===== src/rtl/lvdc_timing_pkg.sv =====
// Shared types, default geometry and decode helpers for the LVDC timing generator.
// The one-hot decode is sized for the widest strobe bus and truncated at the call site.
package lvdc_timing_pkg;

  localparam int DEF_N_SUB    = 4;
  localparam int DEF_N_BITS   = 14;
  localparam int DEF_N_PHASES = 3;

  localparam int ONEHOT_MAX_W = 32;
  localparam int ONEHOT_IDX_W = 5;

  typedef enum logic [1:0] {
    ST_HALTED    = 2'd0,
    ST_RUN       = 2'd1,
    ST_HALT_PEND = 2'd2,
    ST_STEP      = 2'd3
  } state_e;

  function automatic int cnt_width(input int n);
    return (n > 1) ? $clog2(n) : 1;
  endfunction

  function automatic logic [ONEHOT_MAX_W-1:0] onehot(input logic [ONEHOT_IDX_W-1:0] idx);
    return {{(ONEHOT_MAX_W-1){1'b0}}, 1'b1} << idx;
  endfunction

endpackage


===== src/rtl/lvdc_timing_gen_if.sv =====
// Control and strobe bundle between the timing generator (master) and its consumers (slave).
interface lvdc_timing_gen_if import lvdc_timing_pkg::*; #(
  parameter int N_SUB    = DEF_N_SUB,
  parameter int N_BITS   = DEF_N_BITS,
  parameter int N_PHASES = DEF_N_PHASES
) ();

  logic                run;
  logic                step;
  logic [N_SUB-1:0]    sb;
  logic [N_BITS-1:0]   bt;
  logic [N_PHASES-1:0] ph;
  logic                phase_end;
  logic                word_end;
  logic                halted;
  logic                step_ack;

  modport master (
    input  run,
    input  step,
    output sb,
    output bt,
    output ph,
    output phase_end,
    output word_end,
    output halted,
    output step_ack
  );

  modport slave (
    output run,
    output step,
    input  sb,
    input  bt,
    input  ph,
    input  phase_end,
    input  word_end,
    input  halted,
    input  step_ack
  );

endinterface


===== src/rtl/lvdc_wrap_counter.sv =====
// Binary modulo-N counter; at_max flags the terminal count so counters can be chained.
module lvdc_wrap_counter import lvdc_timing_pkg::*; #(
  parameter  int N = 4,
  localparam int W = cnt_width(N)
) (
  input  logic         clk,
  input  logic         rst,
  input  logic         en,
  output logic [W-1:0] cnt,
  output logic         at_max
);

  logic [W-1:0] cnt_q;
  logic [W-1:0] cnt_d;
  logic         at_max_s;

  assign at_max_s = (cnt_q == W'(N - 1));

  // Next count: increment when enabled, wrapping the terminal count back to zero.
  always_comb begin
    cnt_d = cnt_q;
    if (en) begin
      if (at_max_s) begin
        cnt_d = {W{1'b0}};
      end else begin
        cnt_d = cnt_q + W'(1);
      end
    end else begin
      cnt_d = cnt_q;
    end
  end

  // Count register.
  always_ff @(posedge clk or posedge rst) begin
    if (rst) begin
      cnt_q <= {W{1'b0}};
    end else begin
      cnt_q <= cnt_d;
    end
  end

  assign cnt    = cnt_q;
  assign at_max = at_max_s;

endmodule


===== src/rtl/lvdc_timing_gen.sv =====
// Master LVDC timing generator: sub-bit/bit/phase strobes plus a run/halt/step controller
// that only stops at word (run) or phase (step) boundaries.
module lvdc_timing_gen import lvdc_timing_pkg::*; #(
  parameter int N_SUB    = DEF_N_SUB,
  parameter int N_BITS   = DEF_N_BITS,
  parameter int N_PHASES = DEF_N_PHASES
) (
  input logic               clk,
  input logic               rst,
  lvdc_timing_gen_if.master bus
);

  localparam int SUB_W = cnt_width(N_SUB);
  localparam int BIT_W = cnt_width(N_BITS);
  localparam int PH_W  = cnt_width(N_PHASES);

  state_e              state_q, state_d;
  logic                step_q, step_d;
  logic [N_SUB-1:0]    sb_q, sb_d;
  logic [N_BITS-1:0]   bt_q, bt_d;
  logic [N_PHASES-1:0] ph_q, ph_d;
  logic                phase_end_q, phase_end_d;
  logic                word_end_q, word_end_d;
  logic                halted_q, halted_d;
  logic                step_ack_q, step_ack_d;

  logic [SUB_W-1:0]    sub_cnt_s;
  logic [BIT_W-1:0]    bit_cnt_s;
  logic [PH_W-1:0]     ph_cnt_s;
  logic                sub_max_s, bit_max_s, ph_max_s;
  logic                adv_s, bit_en_s, ph_en_s;
  logic                phase_bnd_s, word_bnd_s, step_rise_s;

  assign adv_s       = (state_q != ST_HALTED);
  assign bit_en_s    = adv_s & sub_max_s;
  assign ph_en_s     = bit_en_s & bit_max_s;
  assign phase_bnd_s = sub_max_s & bit_max_s;
  assign word_bnd_s  = phase_bnd_s & ph_max_s;
  assign step_rise_s = bus.step & ~step_q;

  lvdc_wrap_counter #(.N(N_SUB)) u_sub_cnt (
    .clk    (clk),
    .rst    (rst),
    .en     (adv_s),
    .cnt    (sub_cnt_s),
    .at_max (sub_max_s)
  );

  lvdc_wrap_counter #(.N(N_BITS)) u_bit_cnt (
    .clk    (clk),
    .rst    (rst),
    .en     (bit_en_s),
    .cnt    (bit_cnt_s),
    .at_max (bit_max_s)
  );

  lvdc_wrap_counter #(.N(N_PHASES)) u_ph_cnt (
    .clk    (clk),
    .rst    (rst),
    .en     (ph_en_s),
    .cnt    (ph_cnt_s),
    .at_max (ph_max_s)
  );

  // Run/halt/step controller; halting only happens on a boundary cycle, so no partial word escapes.
  always_comb begin
    state_d = state_q;
    step_d  = bus.step;
    case (state_q)
      ST_HALTED: begin
        if (bus.run) begin
          state_d = ST_RUN;
        end else if (step_rise_s) begin
          state_d = ST_STEP;
        end else begin
          state_d = ST_HALTED;
        end
      end
      ST_RUN: begin
        if (!bus.run) begin
          state_d = word_bnd_s ? ST_HALTED : ST_HALT_PEND;
        end else begin
          state_d = ST_RUN;
        end
      end
      ST_HALT_PEND: begin
        // A returning run wins over the pending halt so the strobe train has no gap.
        if (bus.run) begin
          state_d = ST_RUN;
        end else if (word_bnd_s) begin
          state_d = ST_HALTED;
        end else begin
          state_d = ST_HALT_PEND;
        end
      end
      ST_STEP: begin
        if (phase_bnd_s) begin
          state_d = ST_HALTED;
        end else begin
          state_d = ST_STEP;
        end
      end
      default: begin
        state_d = ST_HALTED;
      end
    endcase
  end

  // Output decode: bt/ph always track the counters, strobes and pulses only while advancing.
  always_comb begin
    sb_d        = {N_SUB{1'b0}};
    bt_d        = N_BITS'(onehot(ONEHOT_IDX_W'(bit_cnt_s)));
    ph_d        = N_PHASES'(onehot(ONEHOT_IDX_W'(ph_cnt_s)));
    phase_end_d = 1'b0;
    word_end_d  = 1'b0;
    step_ack_d  = 1'b0;
    halted_d    = ~adv_s;
    if (adv_s) begin
      sb_d        = N_SUB'(onehot(ONEHOT_IDX_W'(sub_cnt_s)));
      phase_end_d = phase_bnd_s;
      word_end_d  = word_bnd_s;
      step_ack_d  = (state_q == ST_STEP) & phase_bnd_s;
    end else begin
      sb_d        = {N_SUB{1'b0}};
    end
  end

  // State, step history and registered outputs.
  always_ff @(posedge clk or posedge rst) begin
    if (rst) begin
      state_q     <= ST_HALTED;
      step_q      <= 1'b0;
      sb_q        <= {N_SUB{1'b0}};
      bt_q        <= N_BITS'(1);
      ph_q        <= N_PHASES'(1);
      phase_end_q <= 1'b0;
      word_end_q  <= 1'b0;
      halted_q    <= 1'b1;
      step_ack_q  <= 1'b0;
    end else begin
      state_q     <= state_d;
      step_q      <= step_d;
      sb_q        <= sb_d;
      bt_q        <= bt_d;
      ph_q        <= ph_d;
      phase_end_q <= phase_end_d;
      word_end_q  <= word_end_d;
      halted_q    <= halted_d;
      step_ack_q  <= step_ack_d;
    end
  end

  assign bus.sb        = sb_q;
  assign bus.bt        = bt_q;
  assign bus.ph        = ph_q;
  assign bus.phase_end = phase_end_q;
  assign bus.word_end  = word_end_q;
  assign bus.halted    = halted_q;
  assign bus.step_ack  = step_ack_q;

endmodule


===== src/flat_wrapper.sv =====
// flat-port wrapper written by rule: the top's interface ports become plain ports
module lvdc_timing_gen_flat import lvdc_timing_pkg::*;
#(
  parameter int N_SUB    = DEF_N_SUB,
  parameter int N_BITS   = DEF_N_BITS,
  parameter int N_PHASES = DEF_N_PHASES
)
  (clk, rst, bus_run, bus_step, bus_sb, bus_bt, bus_ph, bus_phase_end, bus_word_end, bus_halted, bus_step_ack);
  lvdc_timing_gen_if #(.N_SUB(N_SUB), .N_BITS(N_BITS), .N_PHASES(N_PHASES)) bus_i ();
  input logic clk;
  input logic rst;
  input wire logic [$bits(bus_i.run)-1:0] bus_run;
  input wire logic [$bits(bus_i.step)-1:0] bus_step;
  output wire logic [$bits(bus_i.sb)-1:0] bus_sb;
  output wire logic [$bits(bus_i.bt)-1:0] bus_bt;
  output wire logic [$bits(bus_i.ph)-1:0] bus_ph;
  output wire logic [$bits(bus_i.phase_end)-1:0] bus_phase_end;
  output wire logic [$bits(bus_i.word_end)-1:0] bus_word_end;
  output wire logic [$bits(bus_i.halted)-1:0] bus_halted;
  output wire logic [$bits(bus_i.step_ack)-1:0] bus_step_ack;
  assign bus_i.run = bus_run;
  assign bus_i.step = bus_step;
  assign bus_sb = bus_i.sb;
  assign bus_bt = bus_i.bt;
  assign bus_ph = bus_i.ph;
  assign bus_phase_end = bus_i.phase_end;
  assign bus_word_end = bus_i.word_end;
  assign bus_halted = bus_i.halted;
  assign bus_step_ack = bus_i.step_ack;
  lvdc_timing_gen #(.N_SUB(N_SUB), .N_BITS(N_BITS), .N_PHASES(N_PHASES)) u_core (.clk(clk), .rst(rst), .bus(bus_i));
endmodule

===== config.mk =====
export PLATFORM = sky130hd
export DESIGN_NAME = lvdc_timing_gen_flat
export DESIGN_NICKNAME = d
export VERILOG_FILES = /design/src/rtl/lvdc_timing_pkg.sv /design/src/rtl/lvdc_timing_gen_if.sv /design/src/rtl/lvdc_wrap_counter.sv /design/src/rtl/lvdc_timing_gen.sv /design/src/flat_wrapper.sv
export SDC_FILE = /design/constraint.sdc
export NUM_CORES = 1
export LEC_CHECK = 0
export BUFFER_PORTS_ARGS = -buffer_cell sky130_fd_sc_hd__buf_2
export CAP_MARGIN = 30
export CORE_UTILIZATION = 34
export CTS_CLUSTER_SIZE = 12
export DETAILED_ROUTE_END_ITERATION = 10
export PLACE_DENSITY = 0.65
export RECOVER_POWER = 100
export SLEW_MARGIN = 20
export SYNTH_ARGS = -nofsm -noshare
export SYNTH_HDL_FRONTEND = slang
export SYNTH_SLANG_ARGS = --single-unit

===== constraint.sdc =====
create_clock -name clk -period 2.1 [get_ports clk]
set_input_delay 0.21 -clock clk [delete_from_list [all_inputs] [get_ports clk]]
set_output_delay 0.21 -clock clk [all_outputs]
set_load 0.005 [all_outputs]

==> Yosys cells after proc, flatten, opt, wreduce, memory -nomap -nowiden <==
Index checks and enable logic that the tools add are counted.
{ "totals": {"reg_bits": 36, "latchBits": 0, "mem_bits_rw": 0, "rom_bits": 0, "output_inout_bits": 25, "wordCells": 48, "mem_count": 0} }
{ "classes": {"n_addsub": 3, "n_mul": 0, "div_mod_pow": 0, "n_lt_le_gt_ge": 0, "eq_ne": 6, "shift": 3, "n_mux": 13, "n_bitwise": 8, "n_reduce_logical": 3} }
{ "ops": {"columns": ["operator", "count"], "rows": [
  ["2-bit 2-to-1 mux", 7],
  ["1-bit by 4-bit left shift with 14-bit output, first input constant", 1],
  ["2-bit == test, second input constant", 4],
  ["4-bit 2-to-1 mux", 2],
  ["1-bit AND", 6],
  ["2-bit one-hot mux with 3 select lines", 1],
  ["2-bit by 1-bit adder with 2-bit output, second input constant", 2],
  ["4-bit by 1-bit adder with 4-bit output, second input constant", 1],
  ["4-bit == test, second input constant", 1],
  ["1-bit by 2-bit left shift with 4-bit output, first input constant", 1],
  ["1-bit 2-to-1 mux", 3],
  ["1-bit by 2-bit left shift with 3-bit output, first input constant", 1],
  ["2-bit by 1-bit == test with 1-bit output, second input constant", 1],
  ["2-bit logical NOT", 1],
  ["1-bit inverter", 2],
  ["2-bit nonzero test", 1],
  ["2-bit OR reduction", 1]
]} }

==> Depth between registers and ports, before layout <==
Gate-level depths: netlist of run 1.
{ "depth": {"ltp_word": 6, "depth_mapped": 6} }

==> Hierarchy <==
Synthesis of run 1 repeated with hierarchy kept, for this count alone.
{ "unflattened": {"hier_cells": 109, "hier_area_um2": 1382.6} }
{ "modules_own_cells": {"columns": ["module", "n_inst", "cells_each", "area_per_inst_um2", "seq_area_each_um2"], "rows": [
  ["lvdc_timing_gen", 1, 76, 991.0, 704.4],
  ["lvdc_wrap_counter at u_core.u_bit_cnt", 1, 17, 203.9, 100.1],
  ["lvdc_wrap_counter at u_core.u_sub_cnt", 1, 7, 97.6, 50.0],
  ["lvdc_wrap_counter at u_core.u_ph_cnt", 1, 9, 90.1, 50.0]
]} }

==> Least setup slack after synthesis of run 1 <==
Ideal clock, no wire load.
{ "synth_timing": {"kind": "flip-flop to flip-flop", "from": "reg u_core.u_sub_cnt.cnt_q[0], in the netlist u_core.u_sub_cnt.cnt[0]", "to": "reg u_core.u_bit_cnt.cnt_q[3], in the netlist u_core.u_bit_cnt.cnt[3]", "setup_ps": 125, "t_arrival_ps": 1338, "t_required_ps": 1975, "setup_slack_ps": 638, "path_stages_with_launch": 6, "n_path_buf": 0, "period_less_slack_ps": 1462, "path_cell_list": "dfrtp_1 > ha_1 > nand2b_1 > inv_1 > nand3_1 > mux2_2"} }
{ "synth_between": {"elab_chain_cells": 2} }
{ "synth_rtl": {"columns": ["item", "line", "text"], "rows": [
  ["from (decl)", "lvdc_wrap_counter.sv:13", "logic [W-1:0] cnt_q;"],
  ["from (signal assigned)", "lvdc_wrap_counter.sv:36", "cnt_q <= {W{1'b0}};"],
  ["from (signal assigned)", "lvdc_wrap_counter.sv:38", "cnt_q <= cnt_d;"],
  ["2-bit == test", "lvdc_wrap_counter.sv:17", "assign at_max_s = (cnt_q == W'(N - 1));"],
  ["1-bit AND", "lvdc_timing_gen.sv:35", "assign bit_en_s = adv_s & sub_max_s;"],
  ["named net u_core.bit_en_s", "lvdc_timing_gen.sv:31", "logic adv_s, bit_en_s, ph_en_s;"],
  ["to (signal assigned)", "lvdc_wrap_counter.sv:36", null],
  ["to (signal assigned)", "lvdc_wrap_counter.sv:38", null],
  ["to (decl)", "lvdc_wrap_counter.sv:13", null]
]} }
The timed path passes the listed nets, and every way through them passes these cells.
A chain may end at the register's enable or synchronous reset.

==> Final worst setup path of run 1 <==
{ "layout_timing": {"from": "reg u_core.state_q[0]", "to": "reg u_core.u_ph_cnt.cnt_q[0], in the netlist u_core.u_ph_cnt.cnt[0]"} }
{ "layout_between": {"elab_chain_cells": 3} }
{ "layout_rtl": {"columns": ["item", "line", "text"], "rows": [
  ["from (decl)", "lvdc_timing_gen.sv:17", "state_e state_q, state_d;"],
  ["from (signal assigned)", "lvdc_timing_gen.sv:141", "state_q <= state_d;"],
  ["2-bit nonzero test", "lvdc_timing_gen.sv:34", "assign adv_s = (state_q != ST_HALTED);"],
  ["1-bit AND", "lvdc_timing_gen.sv:35", null],
  ["1-bit AND", "lvdc_timing_gen.sv:36", "assign ph_en_s = bit_en_s & bit_max_s;"],
  ["to (signal assigned)", "lvdc_wrap_counter.sv:36", null],
  ["to (signal assigned)", "lvdc_wrap_counter.sv:38", null],
  ["to (decl)", "lvdc_wrap_counter.sv:13", null]
]} }
Every way passes these cells.

==> results of run 1 <==
[report_power, final]
part	switching [uW]	internal, uW	total, uW
clock	240	594	834
sequential	163	914	1080
combinational	327	315	642
[sequential cells by signal, indices dropped and copies added, names as in the netlist]
name                  count
u_core.bus.bt            14
u_core.bus.sb             4
u_core.u_bit_cnt.cnt      4
u_core.bus.ph             3
u_core.state_q            2
u_core.u_ph_cnt.cnt       2
u_core.u_sub_cnt.cnt      2
u_core.bus.halted         1
u_core.bus.phase_end      1
u_core.bus.step_ack       1
u_core.bus.word_end       1
u_core.step_q             1
[final cells by class]
| type | instances | area (um2) |
|---|---|---|
| clock buffers | 5 | 68.8 |
| well taps | 50 | 62.6 |
| multi-input cells | 60 | 438 |
| fillers | 395 | 2300 |
| inverters | 8 | 30.0 |
| clock inverters | 3 | 90.1 |
| repair buffers | 30 | 134 |
| flip-flops and latches | 36 | 905 |
[logic make-up after synthesis]
family,after synthesis,share of synthesized area [%]
buffers and inverters,14,4.88
and+or+nand+nor,37,16.0
muxes,5,3.92
AOI/OAI and AO/OA,9,4.62
adders and majority gates,8,6.97
xor gates and xnor gates,1,0.610
DFF,36,63.0
[routing by layer]
metal	track usage [%]	part of all wire, %
met5	0	0
met4	7.18	2.6
met3	5.65	6.5
met2	20.1	48
met1	14.6	43
[layout by cell type, fill, tap and decap left out]
cell	instances
and4b_1	1
ha_1	8
inv_1	8
xnor2_1	1
dfrtp_1	33
o21ai_0	2
nor2b_1	8
nand2_1	3
clkbuf_8	5
o31a_1	1
o21a_1	1
and3_2	2
nor2_1	5
and2_0	2
nand3_1	1
clkbuf_1	13
nand2b_1	4
nor4_1	1
buf_2	16
mux2_2	5
nand3b_1	1
dfstp_2	3
a311oi_1	1
nor3_1	7
clkbuf_2	1
or2b_1	1
bufinv_16	3
a21boi_0	1
a21o_1	2
a21oi_1	1
or3_1	1
[final timing paths]
kind | endpoint | depth (start not counted) | slack (ps)
min in group asynchronous | u_core.state_q[0] | 3 | 170
max | u_core.u_ph_cnt.cnt[0] | 5 | 400
max reg2reg | u_core.u_ph_cnt.cnt[0] | 5 | 400
max in group asynchronous | u_core.bus.bt[7] | 3 | 1400
min | u_core.step_q | 1 | 40
min reg2reg | u_core.bus.ph[0] | 1 | 440
[per-stage QoR]
step / hold slack (ps) / utilization, %
global placement: 318 / 40.0
finish: 38.4 / 42.9
global route: 28.5 / 42.9
CTS: 7.34 / 44.0
floorplan: 241 / -
detailed placement: 330 / 40.0
==> out/summary.txt, run 1 <==
Critical path, cell by cell: inv_1 > ha_1 > nand2b_1 > nor3_1 > mux2_2
Die area: 4480 um2
Non-Filler Instances: 192
First-iteration detailed-routing DRC count: 30
Buffers on Ports: 28
Largest net degree at the start of global routing: 37
Core footprint: 4030 um2
H-tree levels: 2
Setup crit end kind: register
DR vias/cell: 4.47
Ys Warns: 0
Dpl cell area: 1610 um2
Most instantiated cells after synthesis: 33 x dfrtp_1, 8 x ha_1, 8 x inv_1, 8 x nor2b_1, 6 x nor3_1
Worst path bufs/invs: 1
Post-CTS Resized: 0
Final hold violations: 0
Mapped Cells: 110
Hpwl dp: 1610 um
Pre-antenna DRT Iters: 2
Fin crit period: 1700 ps
Syn nets: 122
Max frequency: 0.589 GHz
Initial antenna violation count: 0
Post-route DRC: 0
Status: finished clean
Clock Sinks: 36
Hold_sp: bus_step
Critical path startpoint category: register
Maximum buffer depth of the clock tree: 2
Skew-Pair Late Insertion Delay: 290 ps
WS Path Type: reg -> reg
Global-route usage over all layers: 12.9%
RR Startpoint: u_core.state_q[0]
RSZ-0062 raised after global routing: false
Layout cells sized above 1: 24.6%
Setup ws final: 402 ps
Post-route cell area: 1730 um2
GPL Wtd Cong: 0.727
CTS tree: done
Hold Buf Count CTS: 0
Ranking of synthesized cells by area: dfrtp_1 58%, ha_1 7.0%, dfstp_2 5.5%
DR vias: 859
DR WL/cell: 12.1 um
Post-synth cell types: 32
Count of final setup violators: 0
Die Y: 67.0 um
CP arrival: 1880 ps
Slowest Stage Delay on Critical Path: 390 ps
Diode count: 0
Total grt overflow: 0
Worst VDD drop: 907 uV
Measured slew at the worst slew-check pin: 864 ps
CTS buffer count: 5
Final nets: 153
Cell area after synthesis: 1440 um2
Initial Utilization: 35.6%
Final Power: 2550 uW
Min-delay worst type: in -> reg
Root Buffer: clkbuf_8
Ports: 29
Crit-path max FO: 4
Post-synth ARST share: 100%
Placed Instances: 184
EDFF count, synth: 0
Sequential fraction of the synthesis area: 63.0%
Main synth FF type: dfrtp_1
FP Rows: 23
Share of the clock period used by the worst path: 80.9%
First-pass GRT wire length: 4010 um
P_leak: 0.000883 uW
Layout area overhead: 20.4%
Pwr/cell area: 1480 nW/um2
Max cap viols: 0
Seq cells post-synth: 36
Final ANT Viol Nets: 0
Drt total wl: 2320 um
Post-Route Skew: 5.38 ps
Synth area leader: dfrtp_1
Die width: 67.0 um
Setup TNS: 0 ps
DP Worst Slack: 485 ps
Worst relative slew slack: 42.4%
Total setup buffers inserted after CTS: 0
Slowest cell on crit path: mux2_2
Slew Limit Fails: 0
Critical path launch point: u_core.state_q[0]
Top-count cell post-synth: dfrtp_1
Critical path required time: 2280 ps
Number of global-route vias before repair: 836
Syn avg cell area: 13.0 um2
Worst path top cell family by delay: simple AND/OR/NAND/NOR gates
Top cell type's share of synthesized area: 57.5%
Register clock-pin slew on the reported worst setup and hold paths: 70 ps
Note: power is estimated with default switching activity, not from simulation.
==> run 2: changes to the inputs <==
- PLACE_DENSITY: 0.65 -> 0.67
- clock period: 2.1 -> 1.5 ns (I/O delays scaled with it)
==> out/summary.txt, run 2 (synthesis results as in run 1) <==
Status: finished clean
RR Startpoint: u_core.state_q[0]
RR Endpoint: u_core.u_ph_cnt.cnt[1]
Ports: 29
Drt total wl: 2220 um
Core footprint: 4030 um2
Clock Sinks: 36
Fin crit period: 1450 ps
Critical path required time: 1660 ps
Critical path startpoint category: register
Hpwl dp: 1620 um
Maximum buffer depth of the clock tree: 2
Dpl cell area: 1690 um2
FF-to-FF setup slack: 50 ps
RSZ-0062 raised after global routing: false
Worst VDD drop: 866 uV
P_leak: 0.000905 uW
DP Worst Slack: 40.4 ps
GPL Wtd Cong: 0.760
Layout cells sized above 1: 25.8%
Die area: 4480 um2
Hold path cells: 3
Post-route cell area: 1790 um2
Min-delay worst type: in -> reg
Max reg flops: 14
CTS tree: done
Root Buffer: clkbuf_8
Slowest Stage Delay on Critical Path: 340 ps
Final ANT Viol Nets: 0
Setup ws final: 53.8 ps
Number of global-route vias before repair: 909
Skew-Pair Late Insertion Delay: 280 ps
Final Power: 3440 uW
Final nets: 166
Largest net degree at the start of global routing: 37
Hold_sp: bus_run
Global-route usage over all layers: 12.1%
Pre-antenna DRT Iters: 4
Initial Utilization: 35.6%
Worst relative slew slack: 44.7%
WS Path Type: reg -> reg
Worst hold endpoint: u_core.state_q[1]
Post-route DRC: 0
Max frequency: 0.691 GHz
Register clock-pin slew on the reported worst setup and hold paths: 60 ps
H-tree levels: 2
Worst Reg2Reg Path Length in Cells: 5
Commonest non-fill, non-tap cells in the layout: 33 x dfrtp_1, 24 x clkbuf_1, 11 x buf_2
Non-Filler Instances: 205
Most common cell after layout, fill and taps aside: dfrtp_1
Share of the clock period used by the worst path: 96.4%
FP Rows: 23
Final hold violations: 0
Die width: 67.0 um
Setup crit end kind: register
CTS buffer count: 5
Layout area overhead: 24.9%
Die Y: 67.0 um
DR WL/cell: 10.8 um
Slowest cell on crit path: dfrtp_1
DR vias: 890
DR vias/cell: 4.34
Slew Limit Fails: 0
Initial antenna violation count: 0
Total grt overflow: 0
First-pass GRT wire length: 3910 um
Placed Instances: 194
Max cap viols: 0
Post-Route Skew: 3.31 ps
First-iteration detailed-routing DRC count: 32
Setup TNS: 0 ps
Pwr/cell area: 1920 nW/um2
Critical path, cell by cell: inv_1 > ha_1 > nand2b_4 > nor3_4 > mux2_4
CP arrival: 1610 ps
Buffers on Ports: 28
Diode count: 0
Measured slew at the worst slew-check pin: 829 ps
Crit-path max FO: 3
Count of final setup violators: 0
run 2: changes by cell type in the layout (fill, tap and decap cells not counted), moves of 2 or more:
cell,delta
nand2b_1,-2
dlygate4sd3_1,+2
buf_4,+6
bufinv_16,-2
nand2b_4,+2
clkbuf_1,+11
mux2_2,-2
mux2_4,+2
buf_2,-5
run 2: final cells by class:
class,instances,area (um2)
well taps,50,62.6
clock buffers,6,72.6
fillers,400,2240
inverters,8,30.0
repair buffers,43,211
clock inverters,2,35.0
flip-flops and latches,36,905
multi-input cells,60,477
run 2: worst max-delay path by stage:
stage	from	endpoint	cells past startpoint
4_1_cts	u_core.state_q[0]	u_core.u_ph_cnt.cnt[1]	5
5_1_grt	u_core.state_q[0]	u_core.u_ph_cnt.cnt[1]	5
3_3_place_gp	u_core.state_q[0]	u_core.u_ph_cnt.cnt[1]	5
2_1_floorplan	u_core.u_sub_cnt.cnt[0]	u_core.u_bit_cnt.cnt[3]	5
3_5_place_dp	u_core.state_q[0]	u_core.u_ph_cnt.cnt[1]	5
6_report	u_core.state_q[0]	u_core.u_ph_cnt.cnt[1]	5
run 2: repair_timing:
| action | in CTS | in global routing |
|---|---|---|
| setup endpoints to repair | 0 | 5 |
| hold buffers | 2 | 0 |
| resized for setup | 0 | 5 |
| setup buffers | 0 | 1 |
| endpoints found under the hold margin | 34 | 0 |
run 2: routing by layer:
metal / wire length (um) / share of wire (%) / GRT usage [%] / vias to the layer above
li1: - / - / - / 448
met1: 960 / 43 / 13.8 / 415
met2: 1070 / 48 / 20.2 / 24
met3: 167 / 7.5 / 5.14 / 3
met4: 21 / 0.94 / 4.26 / 0
met5: 0 / 0 / 0 / -
run 2: worst max-delay path: cells and delay by family, from the launching register on:
kind	cells	cell delay (ps)
buffers and inverters	1	40
multiplexers	1	330
flip-flops	1	340
AND/OR/NAND/NOR	2	420
adder cells (fa/ha/maj)	1	200
run 2: power breakdown:
| group | switching (uW) | leakage, uW | internal, uW | total (uW) |
|---|---|---|---|---|
| clock | 314 | 0.0000552 | 493 | 806 |
| combinational | 599 | 0.000381 | 601 | 1200 |
| sequential | 158 | 0.000468 | 1280 | 1440 |
| total | 1070 | 0.000905 | 2370 | 3440 |
run 2: per-stage QoR:
stage / utilization [%] / hold slack (ps)
final: 44.5 / 199
after global placement: 41.9 / 257
after floorplan: - / 181
after detailed placement: 41.9 / 269
after global routing: 44.5 / 220
after CTS: 45.1 / 194
